### config.mk
export PLATFORM = sky130hd
export DESIGN_NAME = floppy_reg_bank_flat
export DESIGN_NICKNAME = d
export VERILOG_FILES = /design/src/rtl/floppy_reg_bank_if.sv /design/src/rtl/floppy_reg_bank.sv /design/src/flat_wrapper.sv
export SDC_FILE = /design/constraint.sdc
export NUM_CORES = 1
export LEC_CHECK = 0
export BUFFER_PORTS_ARGS = -buffer_cell sky130_fd_sc_hd__buf_4
export CORE_MARGIN = 2
export CORE_UTILIZATION = 40
export DETAILED_ROUTE_END_ITERATION = 10
export PLACE_DENSITY = 0.56
export SLEW_MARGIN = 0
export SYNTH_ARGS = -nofsm -noshare
export SYNTH_HDL_FRONTEND = slang
export SYNTH_SLANG_ARGS = --single-unit
### constraint.sdc
create_clock -name clk -period 4.45 [get_ports clk]
set_input_delay 0.2225 -clock clk [delete_from_list [all_inputs] [get_ports clk]]
set_output_delay 0.2225 -clock clk [all_outputs]
set_load 0.01 [all_outputs]
### src/rtl/floppy_reg_bank_if.sv
// floppy_reg_bank_if: byte register bus between a host (master) and the register bank (slave)
//   reg_addr     register address
//   write        1 = write, 0 = read; qualified by new_req
//   new_req      one-cycle request strobe
//   write_value  write data
//   read_value   registered read data
//   read_valid   one-cycle pulse one cycle after a read request
interface floppy_reg_bank_if;
   logic [5:0] reg_addr;
   logic       write;
   logic       new_req;
   logic [7:0] write_value;
   logic [7:0] read_value;
   logic       read_valid;
   modport master (output reg_addr, write, new_req, write_value, input read_value, read_valid);
   modport slave (input reg_addr, write, new_req, write_value, output read_value, read_valid);
endinterface

### src/rtl/floppy_reg_bank.sv
// floppy_reg_bank: note registers with mute, all-off, per-channel auto-off timeout and status
//   clk, rst   system clock, asynchronous active-high reset
//   bus        byte register interface (slave side)
//   ch_note    channel i note at [7i+6:7i]
//   ch_en      channel enables after mute
//   led        {zero-pad, ch_en}
module floppy_reg_bank #(
   parameter int NUM_CH  = 6,
   parameter int PRESC_W = 16
) (
   input  logic                  clk,
   input  logic                  rst,
   floppy_reg_bank_if.slave      bus,
   output logic [7*NUM_CH-1:0]   ch_note,
   output logic [NUM_CH-1:0]     ch_en,
   output logic [7:0]            led
);
   logic [7:0]         note_q [NUM_CH];
   logic [7:0]         cnt [NUM_CH];
   logic [1:0]         ctrl;
   logic [7:0]         timeout;
   logic [PRESC_W-1:0] presc;
   logic               tick;
   logic               wr;
   logic               rd;
   logic [7:0]         status;
   logic [7:0]         rdata;
   assign tick = &presc;
   assign wr   = bus.new_req & bus.write;
   assign rd   = bus.new_req & ~bus.write;
   always_comb begin
      status  = '0;
      rdata   = '0;
      ch_note = '0;
      for (int i = 0; i < NUM_CH; i++) begin
         status[i]          = note_q[i][7];
         ch_note[7*i +: 7]  = note_q[i][6:0];
         if (bus.reg_addr == 6'(i)) rdata = note_q[i];
      end
      rdata = bus.reg_addr == 6'h20 ? {6'b0, ctrl} :
              bus.reg_addr == 6'h21 ? timeout :
              bus.reg_addr == 6'h22 ? status : rdata;
   end
   assign ch_en = status[NUM_CH-1:0] & {NUM_CH{~ctrl[0]}};
   assign led   = 8'(ch_en);
   always_ff @(posedge clk or posedge rst) begin
      if (rst) begin
         presc          <= '0;
         ctrl           <= '0;
         timeout        <= '0;
         bus.read_value <= '0;
         bus.read_valid <= 1'b0;
         for (int i = 0; i < NUM_CH; i++) begin
            note_q[i] <= '0;
            cnt[i]    <= '0;
         end
      end else begin
         presc          <= presc + 1'b1;
         bus.read_valid <= rd;
         if (rd) bus.read_value <= rdata;
         if (wr && bus.reg_addr == 6'h20) ctrl <= bus.write_value[1:0];
         if (wr && bus.reg_addr == 6'h21) timeout <= bus.write_value;
         for (int i = 0; i < NUM_CH; i++) begin
            // a direct write beats a same-cycle expiry and restarts the countdown
            if (wr && bus.reg_addr == 6'(i)) begin
               note_q[i] <= bus.write_value;
               cnt[i]    <= bus.write_value[7] ? timeout : 8'd0;
            end else begin
               if (tick && cnt[i] != 8'd0) cnt[i] <= cnt[i] - 1'b1;
               if ((tick && cnt[i] == 8'd1 && ctrl[1]) || (wr && bus.reg_addr == 6'h23))
                  note_q[i][7] <= 1'b0;
            end
         end
      end
   end
endmodule
### src/flat_wrapper.sv
// flat-port wrapper written by rule: the top's interface ports become plain ports
module floppy_reg_bank_flat 
#(
   parameter int NUM_CH  = 6,
   parameter int PRESC_W = 16
)
  (clk, rst, ch_note, ch_en, led, bus_reg_addr, bus_write, bus_new_req, bus_write_value, bus_read_value, bus_read_valid);
  floppy_reg_bank_if bus_i ();
  input  logic clk;
  input  logic rst;
  output logic [7*NUM_CH-1:0] ch_note;
  output logic [NUM_CH-1:0] ch_en;
  output logic [7:0] led;
  input wire logic [$bits(bus_i.reg_addr)-1:0] bus_reg_addr;
  input wire logic [$bits(bus_i.write)-1:0] bus_write;
  input wire logic [$bits(bus_i.new_req)-1:0] bus_new_req;
  input wire logic [$bits(bus_i.write_value)-1:0] bus_write_value;
  output wire logic [$bits(bus_i.read_value)-1:0] bus_read_value;
  output wire logic [$bits(bus_i.read_valid)-1:0] bus_read_valid;
  assign bus_i.reg_addr = bus_reg_addr;
  assign bus_i.write = bus_write;
  assign bus_i.new_req = bus_new_req;
  assign bus_i.write_value = bus_write_value;
  assign bus_read_value = bus_i.read_value;
  assign bus_read_valid = bus_i.read_valid;
  floppy_reg_bank #(.NUM_CH(NUM_CH), .PRESC_W(PRESC_W)) u_core (.clk(clk), .rst(rst), .bus(bus_i), .ch_note(ch_note), .ch_en(ch_en), .led(led));
endmodule
==> Word-level counts from Yosys, hierarchy flattened <==
Cells that the tools add are included.
{ "word_totals": {"regBits": 131, "input_bits": 18} }
{ "classes": {"bitwise_logic": 5, "n_reduce_logical": 53, "add_sub_neg": 7, "n_mux": 34, "n_eq_ne": 15} }
{ "ops": {"columns": ["operator", "count"], "rows": [
  ["$mux W8", 22],
  ["$eq A8 B1 Y1 const B", 6],
  ["$reduce_bool A8 Y1", 6],
  ["$sub A8 B1 Y8 const B", 6],
  ["$logic_and A1 B1 Y1", 27],
  ["$eq A6 B6 Y1 const B", 4],
  ["$reduce_bool A2 Y1", 12],
  ["$add A16 B1 Y16 const B", 1],
  ["$reduce_and A16 Y1", 1],
  ["$eq A6 B2 Y1 const B", 2],
  ["$eq A6 B3 Y1 const B", 2],
  ["$mux W1", 12],
  ["$and A6 B6 Y6", 1],
  ["$eq A6 B1 Y1 const B", 1],
  ["$logic_not A6 Y1", 1],
  ["$logic_or A1 B1 Y1", 6],
  ["$and A1 B1 Y1", 2],
  ["$not A1 Y1", 2]
]} }

==> Logic depth before layout (Yosys ltp) <==
Gate-level depths: netlist (run 1).
{ "depth": {"ltp_word": 10, "ltp_mapped": 8, "mapped_depth_nobuf": 6} }

==> Worst setup path after synthesis (run 1) <==
OpenSTA, ideal clock, no wires.
{ "synth_path": {"path_type": "register to register", "start": "register u_core.presc[0]", "end": "register u_core.cnt[1] in the netlist's numbering", "path_stages_with_launch": 9, "setup_slack_ns": 2.627, "arrival_ns": 1.695, "path_buffers": 2, "t_required_ns": 4.323, "setup_time_ns": 0.127, "cell_sequence": "dfrtp_1 ha_1 nand4_1 and4bb_2 buf_2 buf_2 nand2_1 a211oi_1 a21oi_1"} }
{ "synth_via": {"elab_chain_cells": 3} }
{ "synth_lines": {"columns": ["item", "line_no", "text"], "rows": [
  ["start, declared", "floppy_reg_bank.sv:22", "logic [PRESC_W-1:0] presc;"],
  ["start signal, assigned", "floppy_reg_bank.sv:58", "presc <= presc + 1'b1;"],
  ["$reduce_and A16 Y1", "floppy_reg_bank.sv:28", "assign tick = &presc;"],
  ["$logic_and A1 B1 Y1", "floppy_reg_bank.sv:69", "if (tick && cnt[i] != 8'd0) cnt[i] <= cnt[i] - 1'b1;"],
  ["$reduce_bool A2 Y1 (no source line)", null, null],
  ["end signal, assigned by index", "floppy_reg_bank.sv:67", "cnt[i] <= bus.write_value[7] ? timeout : 8'd0;"],
  ["end, declared", "floppy_reg_bank.sv:19", "logic [7:0] cnt [NUM_CH];"]
]} }
Every way passes these cells.
A chain may end at the register's enable or synchronous reset.

==> Worst setup path after layout (run 1) <==
{ "layout_path": {"start": "register u_core.presc[0]", "end": "register u_core.cnt[13] in the netlist's numbering"} }
The elaborated chain is that of the path after synthesis.

==> run_results.csv, run 1 <==
group,metric,value,unit
run_status,run_status,"completed",
timing,fin_crit_sh,58.1,%
routing,dr.max_layer_used,"met4",
synthesis,synth-seq-cells,131,
routing,finalWirelength,18.6,mm
routing,initialDrtViolationCount,417,
placement,io_buffer_count,80,
floorplanning,floorplan.die_area,0.0194,mm²
floorplanning,placementRows,49,
cts,clkTransAtPathRegs,60,ps
timing,final_critical_path_setup_slack,1870,ps
final_layout,finish.net_count,786,
setup_path,crit_chain,"ha_1 > nand4_1 > and4bb_2 > nand3_1 > o311ai_0 > o211ai_1",
cts,tritoncts_num_sinks,131,
routing,detailroute.wirelength.met3,925,µm
setup_path,path_delay_family,"simple AND/OR/NAND/NOR gates",
synthesis,synth_top_cell_area_share,44.8,%
global_routing,grt_pass1_vias,5331,
synthesis,synth.yosys.seq_area_share,44.8,%
timing,setup-violations-final,0,
placement,pre_cts_ws,1870,ps
placement,dp.final_hpwl,12.8,mm
cts,cts-buffers-inserted,17,
placement,routabilityCongestion,0.863,
global_routing,grt_start_max_net_pins,53,
cts,cts_resized,0,
timing,timing.fmax,387,MHz
synthesis,synth-edff-count,0,
setup_path,worst-r2r-setup-slack,1870,ps
floorplanning,floorplan.die.width,139,µm
cts,clk_root_buffer_cell,"sky130_fd_sc_hd__clkbuf_16",
floorplanning,die_y,139,µm
timing,relSlewSlack,29.5,%
synthesis,ys_top_cells_by_count,"sky130_fd_sc_hd__dfrtp_1 (131), sky130_fd_sc_hd__nand2_1 (71), sky130_fd_sc_hd__buf_4 (53), sky130_fd_sc_hd__mux2_2 (50), sky130_fd_sc_hd__nor2_1 (44)",
setup_path,end_kind,"flip-flop",
pwr,pwr_dens,375,mW/mm²
setup_path,cp_num_buf_inv,0,
setup_path,worst-path-stages,6,
synthesis,postSynth.asyncResetShare,100,%
final_layout,instances_no_fill,991,
synthesis,synthesis.instances,724,
setup_path,cp.required,4730,ps
timing,rsz_0062_raised_after_global_routing,"false",
synthesis,combined_area_of_all_synthesized_cells,0.00731,mm²
setup_path,timing.critical_path.from_type,"flip-flop",
pwr,power.static_leakage,3.58,nW
synthesis,synth.most_common_cell,"sky130_fd_sc_hd__dfrtp_1",
cts,max-clock-path-buffers,2,
routing,route.detailed.vias_per_inst,5.55,
setup_path,critical_path.endpoint,"u_core.cnt[13]",
floorplanning,ios,83,
setup_path,reg2regPathDepth,6,
setup_path,crit_start,"u_core.presc[0]",
synthesis,synth.yosys.warnings,0,
synthesis,primary_flip_flop_cell_chosen_by_synthesis_mapping,"sky130_fd_sc_hd__dfrtp_1",
floorplanning,fp.coreArea,0.0180,mm²
routing,detailroute.via_count,5496,
global_routing,grt_overflow,0,
pwr,power.total,3.12,mW
cts,insertion_delay,430,ps
cts,clock_tree_from_tritoncts,"built",
setup_path,cp_peak_stage_delay,890,ps
global_routing,groute.usage.overall,19.5,%
routing,met2_layer_wire_length_in_the_routed_design,8.50,mm
timing,timing_max_transition_violations_final,0,
placement,place.detailed.instances,958,
synthesis,synthDistinctLibCells,52,
min_path,hp-class,"in2reg",
final_layout,area_delta_synth_final,13.7,%
synthesis,syn-mean-instance-area,10.1,µm²
setup_path,cp.arrival,2870,ps
timing,timing_hold_violations_final,0,
routing,average_wire_per_standard_cell,18.7,µm
setup_path,path_max_fanout,40,
final_layout,drive_gt1_share,24.8,%
timing,clock-skew-final,7.97,ps
pwr,max-vdd-ir-drop,0.331,mV
routing,dr.pass1.iters,5,
setup_path,rr_endpoint,"u_core.cnt[13]",
cts,htree_levels,4,
timing,setup_total_negative_slack,0,ps
setup_path,critical_path.slowest_cell,"sky130_fd_sc_hd__and4bb_2",
routing,drt_drc_violations_left,0,
setup_path,regToRegStartpoint,"u_core.presc[0]",
timing,worstMarginPinSlew,1060,ps
global_routing,grt_pass1_wl,29.6,mm
routing,wl_met1,8.71,mm
routing,drtAntennaViolNets,0,
job,maxCapViolCount,0,
floorplanning,floorplan.initialDensity,40.7,%
synthesis,yosys-top-cells-area,"sky130_fd_sc_hd__dfrtp_1 (45%), sky130_fd_sc_hd__mux2_2 (7.7%), sky130_fd_sc_hd__buf_4 (5.4%)",
synthesis,synth.largest_area_cell,"sky130_fd_sc_hd__dfrtp_1",
final_layout,antenna_diode_count,0,
setup_path,crit_type,"reg2reg",
timing,finalCriticalPeriod,2580,ps
global_routing,grt_antenna_before_repair,0,
-- report_power, final --
| group | internal [mW] | switching (mW) | total, mW |
|---|---|---|---|
| combinational | 0.179 | 0.198 | 0.377 |
| clock | 0.741 | 0.611 | 1.35 |
| sequential | 1.29 | 0.102 | 1.39 |
| total | 2.21 | 0.912 | 3.12 |
-- worst reg2reg max path: cells and delay by family (launching register included) --
kind	cells	cell delay, ps
AND/OR/NAND/NOR	3	1290
AO/OA/AOI/OAI	2	520
flip-flops	1	390
adder cells (fa/ha/maj)	1	240
-- flip-flops by register name (all words and copies together) (netlist names) --
register / cells
u_core.bus.read_valid: 1
u_core.bus.read_value: 8
u_core.ctrl: 2
u_core.ch_note: 42
u_core.timeout: 8
u_core.presc: 16
u_core.note_q: 6
u_core.cnt: 48
-- metrics by stage --
| stage | area [µm²] | hold slack, ps | util (%) |
|---|---|---|---|
| after floorplan | 7320 | 328 | - |
| after global placement | 7740 | 364 | 43.1 |
| after detailed placement | 7740 | 372 | 43.1 |
| after CTS | 8320 | 59.7 | 46.3 |
| after global routing | 8320 | 86.1 | 46.3 |
| final | 8320 | 76.5 | 46.3 |
-- worst min path at each step --
| stage | from | end | slack (ps) | depth (start not counted) |
|---|---|---|---|---|
| final | bus_write_value[6] | u_core.ch_note[20] | 80 | 3 |
| after global routing | bus_write_value[2] | u_core.ch_note[2] | 90 | 2 |
| after CTS | bus_write_value[6] | u_core.ch_note[20] | 60 | 3 |
| after detailed placement | rst | u_core.presc[4] | 370 | 2 |
| after global placement | rst | u_core.presc[3] | 360 | 2 |
| after floorplan | bus_write_value[6] | u_core.ch_note[20] | 330 | 2 |
-- repair_timing --
item                       4_1_cts  5_1_grt
buffers inserted                 0        0
setup endpoints to repair        0        0
hold endpoints to repair        50        0
hold buffers                     1        0
-- kinds of logic (layout without fill, tap and decap cells) --
family	Yosys count	after routing	share of synthesized area (%)
AOI/OAI and AO/OA	112	112	8.93
and+or+nand+nor	243	243	17.7
xor gates and xnor gates	52	52	6.23
buffers and inverters	102	139	8.19
other	1	2	0.0513
muxes	64	64	10.8
adders and majority gates	19	19	3.25
DFF	131	131	44.8
-- final cells by class --
type	count	area, µm²
fill	1686	9650
multi-input combinational	492	3450
sequential	131	3280
timing repair buffer	88	663
clock buffer	17	425
tap	229	287
clock inverter	15	140
inverter	19	73.8
-- per-layer routing --
metal / vias up / track usage (%)
met3: 29 / 4.30
met5: - / 0
met1: 2741 / 27.3
met4: 0 / 6.70
met2: 167 / 30.0
li1: 2559 / -
-- cell usage in the layout, fill, tap and decap left out, types with 3 or more instances in the layout --
| cell type | count |
|---|---|
| sky130_fd_sc_hd__inv_8 | 6 |
| sky130_fd_sc_hd__o22ai_1 | 3 |
| sky130_fd_sc_hd__nor2_1 | 44 |
| sky130_fd_sc_hd__buf_4 | 87 |
| sky130_fd_sc_hd__nand2_1 | 71 |
| sky130_fd_sc_hd__o21ai_0 | 40 |
| sky130_fd_sc_hd__a31oi_1 | 5 |
| sky130_fd_sc_hd__xnor2_1 | 15 |
| sky130_fd_sc_hd__o2111ai_1 | 4 |
| sky130_fd_sc_hd__dfrtp_1 | 131 |
| sky130_fd_sc_hd__nor4_1 | 11 |
| sky130_fd_sc_hd__and2_1 | 8 |
| sky130_fd_sc_hd__nand3_1 | 36 |
| sky130_fd_sc_hd__or3_1 | 3 |
| sky130_fd_sc_hd__o21a_1 | 4 |
| sky130_fd_sc_hd__ha_1 | 19 |
| sky130_fd_sc_hd__nor3_1 | 12 |
| sky130_fd_sc_hd__mux2_2 | 50 |
| sky130_fd_sc_hd__o211ai_1 | 9 |
| sky130_fd_sc_hd__o311ai_0 | 3 |
| sky130_fd_sc_hd__nand4_1 | 21 |
| sky130_fd_sc_hd__mux4_2 | 7 |
| sky130_fd_sc_hd__xor2_1 | 37 |
| sky130_fd_sc_hd__and3_1 | 5 |
| sky130_fd_sc_hd__nand4b_1 | 7 |
| sky130_fd_sc_hd__inv_6 | 4 |
| sky130_fd_sc_hd__nor2b_1 | 6 |
| sky130_fd_sc_hd__a21oi_1 | 33 |
| sky130_fd_sc_hd__o21ai_1 | 4 |
| sky130_fd_sc_hd__mux2i_1 | 7 |
| sky130_fd_sc_hd__inv_1 | 18 |
| sky130_fd_sc_hd__clkbuf_16 | 17 |
No activity file was read; power rests on OpenSTA's default activity.
==> inputs of run 2 (changes only) <==
--- a/config.mk
+++ b/config.mk
@@ -9,7 +9,7 @@
 export CORE_MARGIN = 2
 export CORE_UTILIZATION = 40
 export DETAILED_ROUTE_END_ITERATION = 10
-export PLACE_DENSITY = 0.56
+export PLACE_DENSITY = 0.58
 export SLEW_MARGIN = 0
 export SYNTH_ARGS = -nofsm -noshare
 export SYNTH_HDL_FRONTEND = slang
==> constraint.sdc (replaced) <==
create_clock -name clk -period 2.1 [get_ports clk]
set_input_delay 0.105 -clock clk [delete_from_list [all_inputs] [get_ports clk]]
set_output_delay 0.105 -clock clk [all_outputs]
set_load 0.01 [all_outputs]
==> run_results.csv, run 2 (synthesis gave the netlist of run 1 again) <==
group,metric,value,unit
timing,timing_max_transition_violations_final,0,
setup_path,cp_peak_stage_delay,390,ps
min_path,timing.hold.worst_endpoint,"u_core.note_q[39]",
cts,cts-buffers-inserted,17,
floorplanning,floorplan.die.width,139,µm
setup_path,worst-r2r-setup-slack,140,ps
final_layout,area_delta_synth_final,19.2,%
global_routing,grt_antenna_before_repair,0,
setup_path,path_delay_family,"simple AND/OR/NAND/NOR gates",
setup_path,timing.critical_path.from_type,"flip-flop",
pwr,max-vdd-ir-drop,0.731,mV
pwr,power.share.switching,26.9,%
setup_path,reg2regPathDepth,7,
timing,timing_hold_violations_final,0,
setup_path,regToRegStartpoint,"u_core.presc[0]",
routing,finalWirelength,19.2,mm
final_layout,register_area,0.00328,mm²
final_layout,layout_commonest_cell,"sky130_fd_sc_hd__dfrtp_1",
setup_path,rr_endpoint,"u_core.cnt[17]",
final_layout,antenna_diode_count,0,
floorplanning,floorplan.initialDensity,40.7,%
floorplanning,floorplan.die_area,0.0194,mm²
setup_path,cp.required,2430,ps
global_routing,grt_overflow,0,
floorplanning,die_y,139,µm
timing,worstMarginPinSlew,572,ps
routing,drt_drc_violations_left,0,
pwr,internal_power,4.93,mW
setup_path,cp.arrival,2290,ps
placement,io_buffer_count,80,
cts,clkTransAtPathRegs,60,ps
timing,setup-violations-final,0,
setup_path,crit_chain,"ha_2 > nand4_1 > and4bb_4 > buf_2 > nand2_1 > or3_1 > o211ai_1",
timing,setup_total_negative_slack,0,ps
routing,dr.pass1.iters,5,
timing,relSlewSlack,61.8,%
setup_path,cp_num_buf_inv,1,
routing,initialDrtViolationCount,502,
final_layout,layout.cells.most_common_list,"sky130_fd_sc_hd__dfrtp_1 (131), sky130_fd_sc_hd__buf_4 (107), sky130_fd_sc_hd__nand2_1 (71)",
final_layout,drive_gt1_share,27.4,%
routing,average_wire_per_standard_cell,18.7,µm
routing,drtAntennaViolNets,0,
final_layout,finish.net_count,821,
routing,detailroute.via_count,5647,
placement,dp.final_hpwl,13.6,mm
final_layout,top_register,"u_core.cnt",
timing,clock-skew-final,8.89,ps
final_layout,largest_reg_flops,48,
global_routing,grt_pass1_wl,30.9,mm
floorplanning,placementRows,49,
timing,fin_crit_sh,93.1,%
floorplanning,fp.coreArea,0.0180,mm²
cts,insertion_delay,420,ps
pwr,share_of_total_power_in_combinational_logic,12.4,%
min_path,hp-class,"in2reg",
timing,finalCriticalPeriod,1960,ps
timing,timing.fmax,511,MHz
cts,tritoncts_num_sinks,131,
min_path,hold_path_startpoint,"bus_write_value[7]",
setup_path,critical_path.slowest_cell,"sky130_fd_sc_hd__dfrtp_1",
min_path,instance_count_along_the_most_critical_hold_path,3,
pwr,clkPwrFrac,43.8,%
cts,clock_tree_from_tritoncts,"built",
routing,route.detailed.vias_per_inst,5.50,
cts,max-clock-path-buffers,2,
global_routing,groute.usage.overall,20.3,%
setup_path,path_max_fanout,6,
pwr,pwr-share-seq,43.8,%
global_routing,grt_start_max_net_pins,46,
timing,final.hold.worst_slack,40.3,ps
cts,clk_root_buffer_cell,"sky130_fd_sc_hd__clkbuf_16",
setup_path,crit_type,"reg2reg",
final_layout,n_fill_cell,1619,
setup_path,end_kind,"flip-flop",
final_layout,multi_input_comb_area,0.00346,mm²
pwr,pwr_dens,774,mW/mm²
floorplanning,ios,83,
global_routing,grt_pass1_vias,5763,
pwr,power.static_leakage,3.78,nW
run_status,run_status,"completed",
placement,routabilityCongestion,0.901,
cts,htree_levels,4,
pwr,power.net_switching,1.82,mW
job,maxCapViolCount,0,
[run 2: changes by cell type in the layout (fill, tap and decap cells not counted), sizes merged]
cell / change
clkbuf: +1
dlygate4sd3: +7
clkinvlp: +2
clkinv: +3
bufinv: +2
buf: +28
inv: -8
[run 2: worst max path at each step]
stage,startpoint,end,slack [ps],depth (start not counted)
global route,u_core.presc[0],u_core.note_q[15],-2,8
detailed placement,u_core.presc[0],u_core.cnt[13],-70,6
CTS,u_core.presc[0],u_core.cnt[13],50,6
floorplan,u_core.presc[0],u_core.cnt[1],280,8
finish,u_core.presc[0],u_core.cnt[17],140,7
global placement,u_core.presc[0],u_core.cnt[13],10,6
[run 2: per-stage QoR]
step / instance area, µm² / cells / setup slack, ps / utilization (%) / power (mW)
finish: 8720 / 1026 / 145 / 48.5 / 6.75
global route: 8720 / 1026 / -2.11 / 48.5 / 7.05
CTS: 8680 / 1023 / 46.7 / 48.3 / 6.82
detailed placement: 8010 / 983 / -69.2 / 44.6 / 3.82
global placement: 8010 / 983 / 14.8 / 44.6 / 3.78
floorplan: 7320 / 725 / 277 / - / 3.53
[run 2: layout make-up]
cell class | instances | area share (%)
multi-input combinational | 492 | 39.6
sequential | 131 | 37.6
timing repair buffer | 123 | 11.8
clock buffer | 18 | 5.04
tap | 229 | 3.29
clock inverter | 14 | 1.77
inverter | 19 | 0.861
[run 2: tightest hold or removal path, delay by kind of cell]
family	cells	cell delay (ps)
AND/OR/NAND/NOR	1	80
buffers and inverters	1	180
AO/OA/AOI/OAI	1	60
[run 2: per-layer routing]
metal  routed length (µm)  share of wire [%]  up-vias  global-route usage, %
li1                     -                  -     2644                      -
met5                    0                  0        -                      0
met1                 8810                 46     2832                   27.1
met3                  962                5.0       25                   5.47
met2                 9050                 47      146                   32.1
met4                  348                1.8        0                   6.86
[run 2: power groups by stage]
stage | Clock (mW) | Sequential (mW) | Combinational [mW]
2_1_floorplan | 0 | 2.93 | 0.604
3_3_place_gp | 0 | 2.98 | 0.802
3_5_place_dp | 0 | 2.99 | 0.827
4_1_cts | 3.02 | 2.95 | 0.842
5_1_grt | 3.14 | 2.99 | 0.925
6_report | 2.96 | 2.96 | 0.835
[run 2: repair_timing]
action | CTS | global route
cloned | 0 | 0
hold buffers | 8 | 0
endpoints found under the setup margin | 1 | 10
pin swaps | 0 | 1
gates resized for setup | 1 | 2
setup buffers | 0 | 3
hold endpoints to repair | 182 | 0
